$ cat config.mk
export PLATFORM = sky130hd
export DESIGN_NAME = cla_subtractor16_mp_flat
export DESIGN_NICKNAME = d
export VERILOG_FILES = /design/src/rtl/cla_subtractor16_mp_pkg.sv /design/src/rtl/cla_subtractor16_mp_if.sv /design/src/rtl/cla_adder16.sv /design/src/rtl/my_not.sv /design/src/rtl/cla_subtractor16_mp.sv /design/src/flat_wrapper.sv
export SDC_FILE = /design/constraint.sdc
export NUM_CORES = 1
export LEC_CHECK = 0
export ABC_CLOCK_PERIOD_IN_PS = 5400
export BUFFER_PORTS_ARGS = -buffer_cell sky130_fd_sc_hd__buf_2
export CORE_MARGIN = 8
export CORE_UTILIZATION = 55
export CTS_CLUSTER_DIAMETER = 80
export DETAILED_ROUTE_END_ITERATION = 12
export GPL_TIMING_DRIVEN = 0
export PLACE_DENSITY = 0.86
export REMOVE_ABC_BUFFERS = 1
export SLEW_MARGIN = 20
export SYNTH_ARGS = -nofsm -noshare
export SYNTH_HDL_FRONTEND = slang
export SYNTH_SLANG_ARGS = --single-unit
$ cat constraint.sdc
create_clock -name clk -period 5.4 [get_ports clk]
set_input_delay 0.54 -clock clk [delete_from_list [all_inputs] [get_ports clk]]
set_output_delay 0.54 -clock clk [all_outputs]
set_load 0.01 [all_outputs]
$ cat src/rtl/cla_subtractor16_mp_pkg.sv
// Shared constants and types for the streaming multi-precision subtractor.
package cla_subtractor16_mp_pkg;
  localparam int LIMB_W = 16;

  localparam logic [0:0] ST_START = 1'b0;
  localparam logic [0:0] ST_MID   = 1'b1;

  typedef struct packed {
    logic [LIMB_W-1:0] diff;
    logic              borrow;
    logic              last;
    logic              zero;
    logic              negative;
    logic              overflow;
  } res_t;

  function automatic logic signed_ovf(input logic a_msb, input logic b_msb, input logic d_msb);
    return (a_msb ^ b_msb) & (a_msb ^ d_msb);
  endfunction
endpackage

$ cat src/rtl/cla_subtractor16_mp_if.sv
// Limb-stream bus: operand limbs in, difference limbs and flags out.
interface cla_subtractor16_mp_if;
  import cla_subtractor16_mp_pkg::*;

  logic              in_valid;
  logic              in_ready;
  logic [LIMB_W-1:0] a;
  logic [LIMB_W-1:0] b;
  logic              in_last;
  logic              out_valid;
  logic              out_ready;
  logic [LIMB_W-1:0] diff;
  logic              out_last;
  logic              borrow_out;
  logic              zero;
  logic              negative;
  logic              overflow;

  modport master (
    output in_valid, a, b, in_last, out_ready,
    input  in_ready, out_valid, diff, out_last, borrow_out, zero, negative, overflow
  );

  modport slave (
    input  in_valid, a, b, in_last, out_ready,
    output in_ready, out_valid, diff, out_last, borrow_out, zero, negative, overflow
  );
endinterface

$ cat src/rtl/cla_adder16.sv
// 16-bit two-level carry-lookahead adder: 4-bit groups, lookahead across groups.
module cla_adder16
  import cla_subtractor16_mp_pkg::*;
(
  output logic [LIMB_W-1:0] sum,
  output logic              carry_out,
  input  logic [LIMB_W-1:0] a,
  input  logic [LIMB_W-1:0] b,
  input  logic              cin
);
  localparam int GW = 4;
  localparam int NG = LIMB_W / GW;

  logic [LIMB_W-1:0] g, p, c;
  logic [NG-1:0]     gg, gp;
  logic [NG:0]       gc;

  assign g = a & b;
  assign p = a ^ b;

  for (genvar k = 0; k < NG; k++) begin : g_grp
    localparam int B0 = k * GW;
    assign gp[k] = &p[B0 +: GW];
    assign gg[k] = g[B0+3] | (p[B0+3] & g[B0+2]) | (p[B0+3] & p[B0+2] & g[B0+1])
                 | (p[B0+3] & p[B0+2] & p[B0+1] & g[B0]);

    // In-group carries expanded from the group carry-in, no bit-to-bit ripple.
    assign c[B0]   = gc[k];
    assign c[B0+1] = g[B0] | (p[B0] & gc[k]);
    assign c[B0+2] = g[B0+1] | (p[B0+1] & g[B0]) | (p[B0+1] & p[B0] & gc[k]);
    assign c[B0+3] = g[B0+2] | (p[B0+2] & g[B0+1]) | (p[B0+2] & p[B0+1] & g[B0])
                   | (p[B0+2] & p[B0+1] & p[B0] & gc[k]);
  end

  always_comb begin
    gc[0] = cin;
    for (int k = 0; k < NG; k++) gc[k+1] = gg[k] | (gp[k] & gc[k]);
  end

  assign sum       = p ^ c;
  assign carry_out = gc[NG];
endmodule

$ cat src/rtl/my_not.sv
// Bitwise inverter cell.
module my_not #(
  parameter int W = 1
) (
  input  logic [W-1:0] a,
  output logic [W-1:0] y
);
  assign y = ~a;
endmodule

$ cat src/rtl/cla_subtractor16_mp.sv
// Streaming A-B over LSB-first 16-bit limbs; borrow chained between beats,
// whole-operand zero/negative/overflow reported on the top limb.
module cla_subtractor16_mp
  import cla_subtractor16_mp_pkg::*;
(
  input  logic                 clk,
  input  logic                 rst_n,
  cla_subtractor16_mp_if.slave bus
);
  logic [0:0]        state_q, state_d;
  logic              borrow_q, borrow_d;
  logic              zero_acc_q, zero_acc_d;
  logic              out_valid_q, out_valid_d;
  res_t              res_q, res_d;

  logic              accept, bin, cin, carry, zero_nxt;
  logic [LIMB_W-1:0] b_n, sum;

  assign bus.in_ready = !out_valid_q || bus.out_ready;
  assign accept       = bus.in_valid && bus.in_ready;

  assign bin = (state_q == ST_START) ? 1'b0 : borrow_q;

  // a - b - bin == a + ~b + !bin
  my_not #(.W(LIMB_W)) u_not_b   (.a(bus.b), .y(b_n));
  my_not #(.W(1))      u_not_bin (.a(bin),   .y(cin));

  cla_adder16 u_add (
    .sum      (sum),
    .carry_out(carry),
    .a        (bus.a),
    .b        (b_n),
    .cin      (cin)
  );

  assign zero_nxt = ((state_q == ST_START) ? 1'b1 : zero_acc_q) & (sum == '0);

  always_comb begin
    state_d     = state_q;
    borrow_d    = borrow_q;
    zero_acc_d  = zero_acc_q;
    out_valid_d = out_valid_q;
    res_d       = res_q;
    if (accept) begin
      state_d        = bus.in_last ? ST_START : ST_MID;
      borrow_d       = ~carry;
      zero_acc_d     = bus.in_last ? 1'b1 : zero_nxt;
      out_valid_d    = 1'b1;
      res_d          = '0;
      res_d.diff     = sum;
      res_d.borrow   = ~carry;
      res_d.last     = bus.in_last;
      if (bus.in_last) begin
        res_d.zero     = zero_nxt;
        res_d.negative = sum[LIMB_W-1];
        res_d.overflow = signed_ovf(bus.a[LIMB_W-1], bus.b[LIMB_W-1], sum[LIMB_W-1]);
      end
    end else if (bus.out_ready) begin
      out_valid_d = 1'b0;
    end
  end

  always_ff @(posedge clk or negedge rst_n) begin
    if (!rst_n) begin
      state_q     <= ST_START;
      borrow_q    <= 1'b0;
      zero_acc_q  <= 1'b1;
      out_valid_q <= 1'b0;
      res_q       <= '0;
    end else begin
      state_q     <= state_d;
      borrow_q    <= borrow_d;
      zero_acc_q  <= zero_acc_d;
      out_valid_q <= out_valid_d;
      res_q       <= res_d;
    end
  end

  assign bus.out_valid  = out_valid_q;
  assign bus.diff       = res_q.diff;
  assign bus.borrow_out = res_q.borrow;
  assign bus.out_last   = res_q.last;
  assign bus.zero       = res_q.zero;
  assign bus.negative   = res_q.negative;
  assign bus.overflow   = res_q.overflow;
endmodule
$ cat src/flat_wrapper.sv
// flat-port wrapper written by rule: the top's interface ports become plain ports
module cla_subtractor16_mp_flat import cla_subtractor16_mp_pkg::*;
  (clk, rst_n, bus_in_valid, bus_a, bus_b, bus_in_last, bus_out_ready, bus_in_ready, bus_out_valid, bus_diff, bus_out_last, bus_borrow_out, bus_zero, bus_negative, bus_overflow);
  cla_subtractor16_mp_if bus_i ();
  input  logic clk;
  input  logic rst_n;
  input wire logic [$bits(bus_i.in_valid)-1:0] bus_in_valid;
  input wire logic [$bits(bus_i.a)-1:0] bus_a;
  input wire logic [$bits(bus_i.b)-1:0] bus_b;
  input wire logic [$bits(bus_i.in_last)-1:0] bus_in_last;
  input wire logic [$bits(bus_i.out_ready)-1:0] bus_out_ready;
  output wire logic [$bits(bus_i.in_ready)-1:0] bus_in_ready;
  output wire logic [$bits(bus_i.out_valid)-1:0] bus_out_valid;
  output wire logic [$bits(bus_i.diff)-1:0] bus_diff;
  output wire logic [$bits(bus_i.out_last)-1:0] bus_out_last;
  output wire logic [$bits(bus_i.borrow_out)-1:0] bus_borrow_out;
  output wire logic [$bits(bus_i.zero)-1:0] bus_zero;
  output wire logic [$bits(bus_i.negative)-1:0] bus_negative;
  output wire logic [$bits(bus_i.overflow)-1:0] bus_overflow;
  assign bus_i.in_valid = bus_in_valid;
  assign bus_i.a = bus_a;
  assign bus_i.b = bus_b;
  assign bus_i.in_last = bus_in_last;
  assign bus_i.out_ready = bus_out_ready;
  assign bus_in_ready = bus_i.in_ready;
  assign bus_out_valid = bus_i.out_valid;
  assign bus_diff = bus_i.diff;
  assign bus_out_last = bus_i.out_last;
  assign bus_borrow_out = bus_i.borrow_out;
  assign bus_zero = bus_i.zero;
  assign bus_negative = bus_i.negative;
  assign bus_overflow = bus_i.overflow;
  cla_subtractor16_mp u_core (.clk(clk), .rst_n(rst_n), .bus(bus_i));
endmodule
==> results.sh <==
export IMPL_clock_tree_buffer_depth=2
export IMPL_final_max_slew_viol_count=0
export IMPL_ant_nets=0
export IMPL_max_clock_freq_mhz=304
export IMPL_postSynth_topFlopCell="sky130_fd_sc_hd__dfrtp_1"
export IMPL_clk_latency_ns=0.32
export IMPL_die_width_microns=73.8
export IMPL_first_global_vias=1521
export IMPL_p_leak_uw=0.00120
export IMPL_yosysTopAreaCell="sky130_fd_sc_hd__dfrtp_1"
export IMPL_flow_area_growth_from_synthesis_pct=20.3
export IMPL_postSynthRegisterBits=24
export IMPL_synth_top_cells_by_area="sky130_fd_sc_hd__dfrtp_1, sky130_fd_sc_hd__ha_1, sky130_fd_sc_hd__nand2_1"
export IMPL_result_of_the_run="completed"
export IMPL_min_period_ns=3.29
export IMPL_die_height_microns=73.8
export IMPL_global_route_usage_met3_pct=1.50
export IMPL_numPortBuffers=59
export IMPL_global_route_usage_total_pct=14.9
export IMPL_cts_hold_repair_buffers=0
export IMPL_drt_pass1_iterations=4
export IMPL_initial_antenna_violation_count=0
export IMPL_crit_path_largest_cell_delay_ns=0.39
export IMPL_cellPowerDensity_nw_per_um2=263
export IMPL_fraction_of_final_layout_cells_with_drive_strength_greater_than_1_pct=33.1
export IMPL_maxCapViolations=0
export IMPL_critical_path_top_delay_family="compound AO/OA/AOI/OAI gates"
export IMPL_maximum_number_of_pins_on_one_net_before_global_route_repair=41
export IMPL_drc=0
export IMPL_reg2reg_setup_slack_ns=2.45
export IMPL_num_io_pins=60
export IMPL_tightest_slew_ns=0.653
export IMPL_synth_async_sr_flop_share_pct=100
export IMPL_floorplan_initialDensity_pct=55.9
export IMPL_dr_first_iter_drc_count=83
export IMPL_postSynthAreaPerCell_sq_um=9.00
export IMPL_grt_use_met1_pct=17.3
export IMPL_cts_reportedPaths_clkPinSlew_ns=0.13
export IMPL_cts_root_buffer_cell="sky130_fd_sc_hd__clkbuf_4"
export IMPL_end_kind="register"
export IMPL_n_antenna_cell=0
export IMPL_num_vias=1575
export IMPL_critical_path_slowest_cell="sky130_fd_sc_hd__fa_1"
export IMPL_gp_congestion=0.799
export IMPL_cp_max_fo=6
export IMPL_fin_nets=321
export IMPL_synth_distinct_cells=47
export IMPL_clkSinkCount=24
export IMPL_hpwlAfterDp_mm=3.28
export IMPL_yosys_warnings=0
export IMPL_relSlewSlack_pct=56.3
export IMPL_final_min_period_over_clock_period_pct=61.0
export IMPL_fin_tns_setup_ns=0
export IMPL_syn_instance_count=204
export IMPL_timing_critical_path_cells="buf_2, inv_1, ha_1, a21o_1, nand2_2, a311oi_2, a21oi_2, fa_1, xor2_1, nand4_1, nor3_1, nand2_1, a311oi_1, nand4b_2, o31ai_1"
export IMPL_pre_cts_slack_ns=1.80
export IMPL_worst_ir_drop_vdd_v=0.000141
export IMPL_timing_final_ws_setup_ns=2.11
export IMPL_rsz_0062_raised_after_global_routing="false"
export IMPL_synth_edff_count=0
export IMPL_worstPathArrival_ns=3.53
export IMPL_timing_hold_violations_final=0
export IMPL_clock_tree_from_tritoncts="yes"
export IMPL_top_usage_layer="met2"
export IMPL_wl_per_cell_microns=12.9
export IMPL_grt_overflow_total=0
export IMPL_path_class="in2reg"
export IMPL_synth_cell_area_sq_um=1840
export IMPL_grt_use_met2_pct=27.1
export IMPL_report_final_setup_viol=0
export IMPL_cts_htree_levels=1
export IMPL_power_after_layout_uw=581
export IMPL_detail_route_vias_per_cell=5.10
export IMPL_timing_critical_path_required_ns=5.63
export IMPL_design_die_area_sq_um=5440
export IMPL_first_pass_grt_wire_length_mm=6.46
export IMPL_cts_made_buffers=3
export IMPL_layout_skew_ns=0.00108
export IMPL_post_cts_resize_count=0
export IMPL_startpoint_kind_of_the_worst_setup_timing_path="input port"
export IMPL_placeableCoreArea_sq_um=3280
export IMPL_timing_hold_worst_class="in2async"
export IMPL_path_buf_inv=2
export IMPL_synth_seq_area_share_pct=32.8
export IMPL_routed_wirelength_mm=3.99
export IMPL_rows=21
export IMPL_synth_top_area_share_pct=31.3
export IMPL_postCtsSetupRepairBufs=0
-- synthesized netlist by cell type, types with 3 or more instances --
cell / count
sky130_fd_sc_hd__a21o_2: 5
sky130_fd_sc_hd__a21oi_1: 6
sky130_fd_sc_hd__and2_2: 3
sky130_fd_sc_hd__dfrtp_1: 23
sky130_fd_sc_hd__fa_1: 4
sky130_fd_sc_hd__ha_1: 16
sky130_fd_sc_hd__inv_1: 23
sky130_fd_sc_hd__nand2_1: 36
sky130_fd_sc_hd__nand3_1: 3
sky130_fd_sc_hd__nor2_1: 10
sky130_fd_sc_hd__nor2b_1: 4
sky130_fd_sc_hd__nor3_1: 4
sky130_fd_sc_hd__o21ai_0: 14
sky130_fd_sc_hd__o31ai_1: 4
sky130_fd_sc_hd__xnor2_1: 3
sky130_fd_sc_hd__xor2_1: 7
-- sequential cells by signal, summed over array words and instances (netlist names) --
name / count
u_core.bus.diff: 16
u_core.borrow_q: 1
u_core.bus.negative: 1
u_core.bus.out_last: 1
u_core.bus.out_valid: 1
u_core.bus.overflow: 1
u_core.bus.zero: 1
u_core.state_q: 1
u_core.zero_acc_q: 1
-- cells by family (layout without fill, tap and decap cells) --
kind of cell | count (synthesis) | in the layout | share of synthesized area, %
and+or+nand+nor | 72 | 72 | 18.8
xor gates and xnor gates | 10 | 10 | 4.77
AOI/OAI and AO/OA | 49 | 49 | 20.7
muxes | 2 | 2 | 1.09
adders and majority gates | 20 | 20 | 15.3
buffers and inverters | 27 | 86 | 6.61
DFF | 24 | 24 | 32.8
-- layer usage --
layer / vias up / share of wire, % / wire length [microns]
met5: - / 0 / 0
met4: 0 / 0.73 / 29
met3: 2 / 3.8 / 150
met2: 27 / 51 / 2030
met1: 732 / 45 / 1780
li1: 814 / - / -
-- power by group --
part | switching [uW] | internal, uW | leakage, uW
Sequential | 16.5 | 214 | 0.000294
Combinational | 126 | 94.9 | 0.000881
Clock | 54.9 | 75.1 | 0.0000279
-- cells in the final DEF (no fill, tap or decap), types with 3 or more instances in the layout --
| master | synthesis | layout |
|---|---|---|
| sky130_fd_sc_hd__a21o_2 | 5 | 5 |
| sky130_fd_sc_hd__and2_2 | 3 | 3 |
| sky130_fd_sc_hd__nor2_1 | 10 | 10 |
| sky130_fd_sc_hd__nand3_1 | 3 | 3 |
| sky130_fd_sc_hd__fa_1 | 4 | 4 |
| sky130_fd_sc_hd__clkbuf_4 | 0 | 3 |
| sky130_fd_sc_hd__xor2_1 | 7 | 7 |
| sky130_fd_sc_hd__xnor2_1 | 3 | 3 |
| sky130_fd_sc_hd__nand2_1 | 36 | 35 |
| sky130_fd_sc_hd__inv_1 | 23 | 23 |
| sky130_fd_sc_hd__o21ai_0 | 14 | 14 |
| sky130_fd_sc_hd__nor3_1 | 4 | 4 |
| sky130_fd_sc_hd__nor2b_1 | 4 | 4 |
| sky130_fd_sc_hd__o31ai_1 | 4 | 4 |
| sky130_fd_sc_hd__ha_1 | 16 | 16 |
| sky130_fd_sc_hd__buf_2 | 0 | 59 |
| sky130_fd_sc_hd__a21oi_1 | 6 | 6 |
| sky130_fd_sc_hd__dfrtp_1 | 23 | 23 |
-- metrics by stage --
stage               instances  hold slack, ns  area (sq um)  util [%]
floorplan                 200           0.244          1800         -
global placement          305           0.447          2150      65.6
detailed placement        305           0.454          2150      65.6
CTS                       309           0.192          2210      67.2
global route              309           0.205          2210      67.3
finish                    309           0.180          2210      67.3
-- path summary, 6_finish.rpt --
path	cells after the start	endpoint	startpoint
worst max-delay path	15	u_core.zero_acc_q	bus_b[9]
worst min-delay path	1	u_core.bus.out_valid	rst_n
worst max register to register	12	u_core.zero_acc_q	u_core.state_q
worst min register to register	2	u_core.bus.diff[3]	u_core.bus.diff[3]
max in group asynchronous	1	u_core.zero_acc_q	rst_n
min in group clk	2	u_core.bus.out_valid	bus_in_valid
-- cell type report --
| class | count | area (sq um) |
|---|---|---|
| clock buffers | 3 | 22.5 |
| clock inverters | 1 | 30.0 |
| fillers | 284 | 1070 |
| inverters | 23 | 86.3 |
| multi-input cells | 153 | 1120 |
| flip-flops and latches | 24 | 602 |
| well taps | 46 | 57.6 |
| repair buffers | 59 | 295 |
-- worst register-to-register path, stage by stage, from the launching register on --
cell and delay [ns]:
sky130_fd_sc_hd__dfrtp_1 0.41, sky130_fd_sc_hd__and2_1 0.20, sky130_fd_sc_hd__o21ai_2 0.26, sky130_fd_sc_hd__a21oi_1 0.16
sky130_fd_sc_hd__and2_1 0.19, sky130_fd_sc_hd__fa_1 0.37, sky130_fd_sc_hd__xor2_1 0.23, sky130_fd_sc_hd__nand4_1 0.12
sky130_fd_sc_hd__nor3_1 0.14, sky130_fd_sc_hd__nand2_1 0.09, sky130_fd_sc_hd__a311oi_1 0.32, sky130_fd_sc_hd__nand4b_2 0.16
sky130_fd_sc_hd__o31ai_1 0.22
Power figures use the tool's default switching activity.
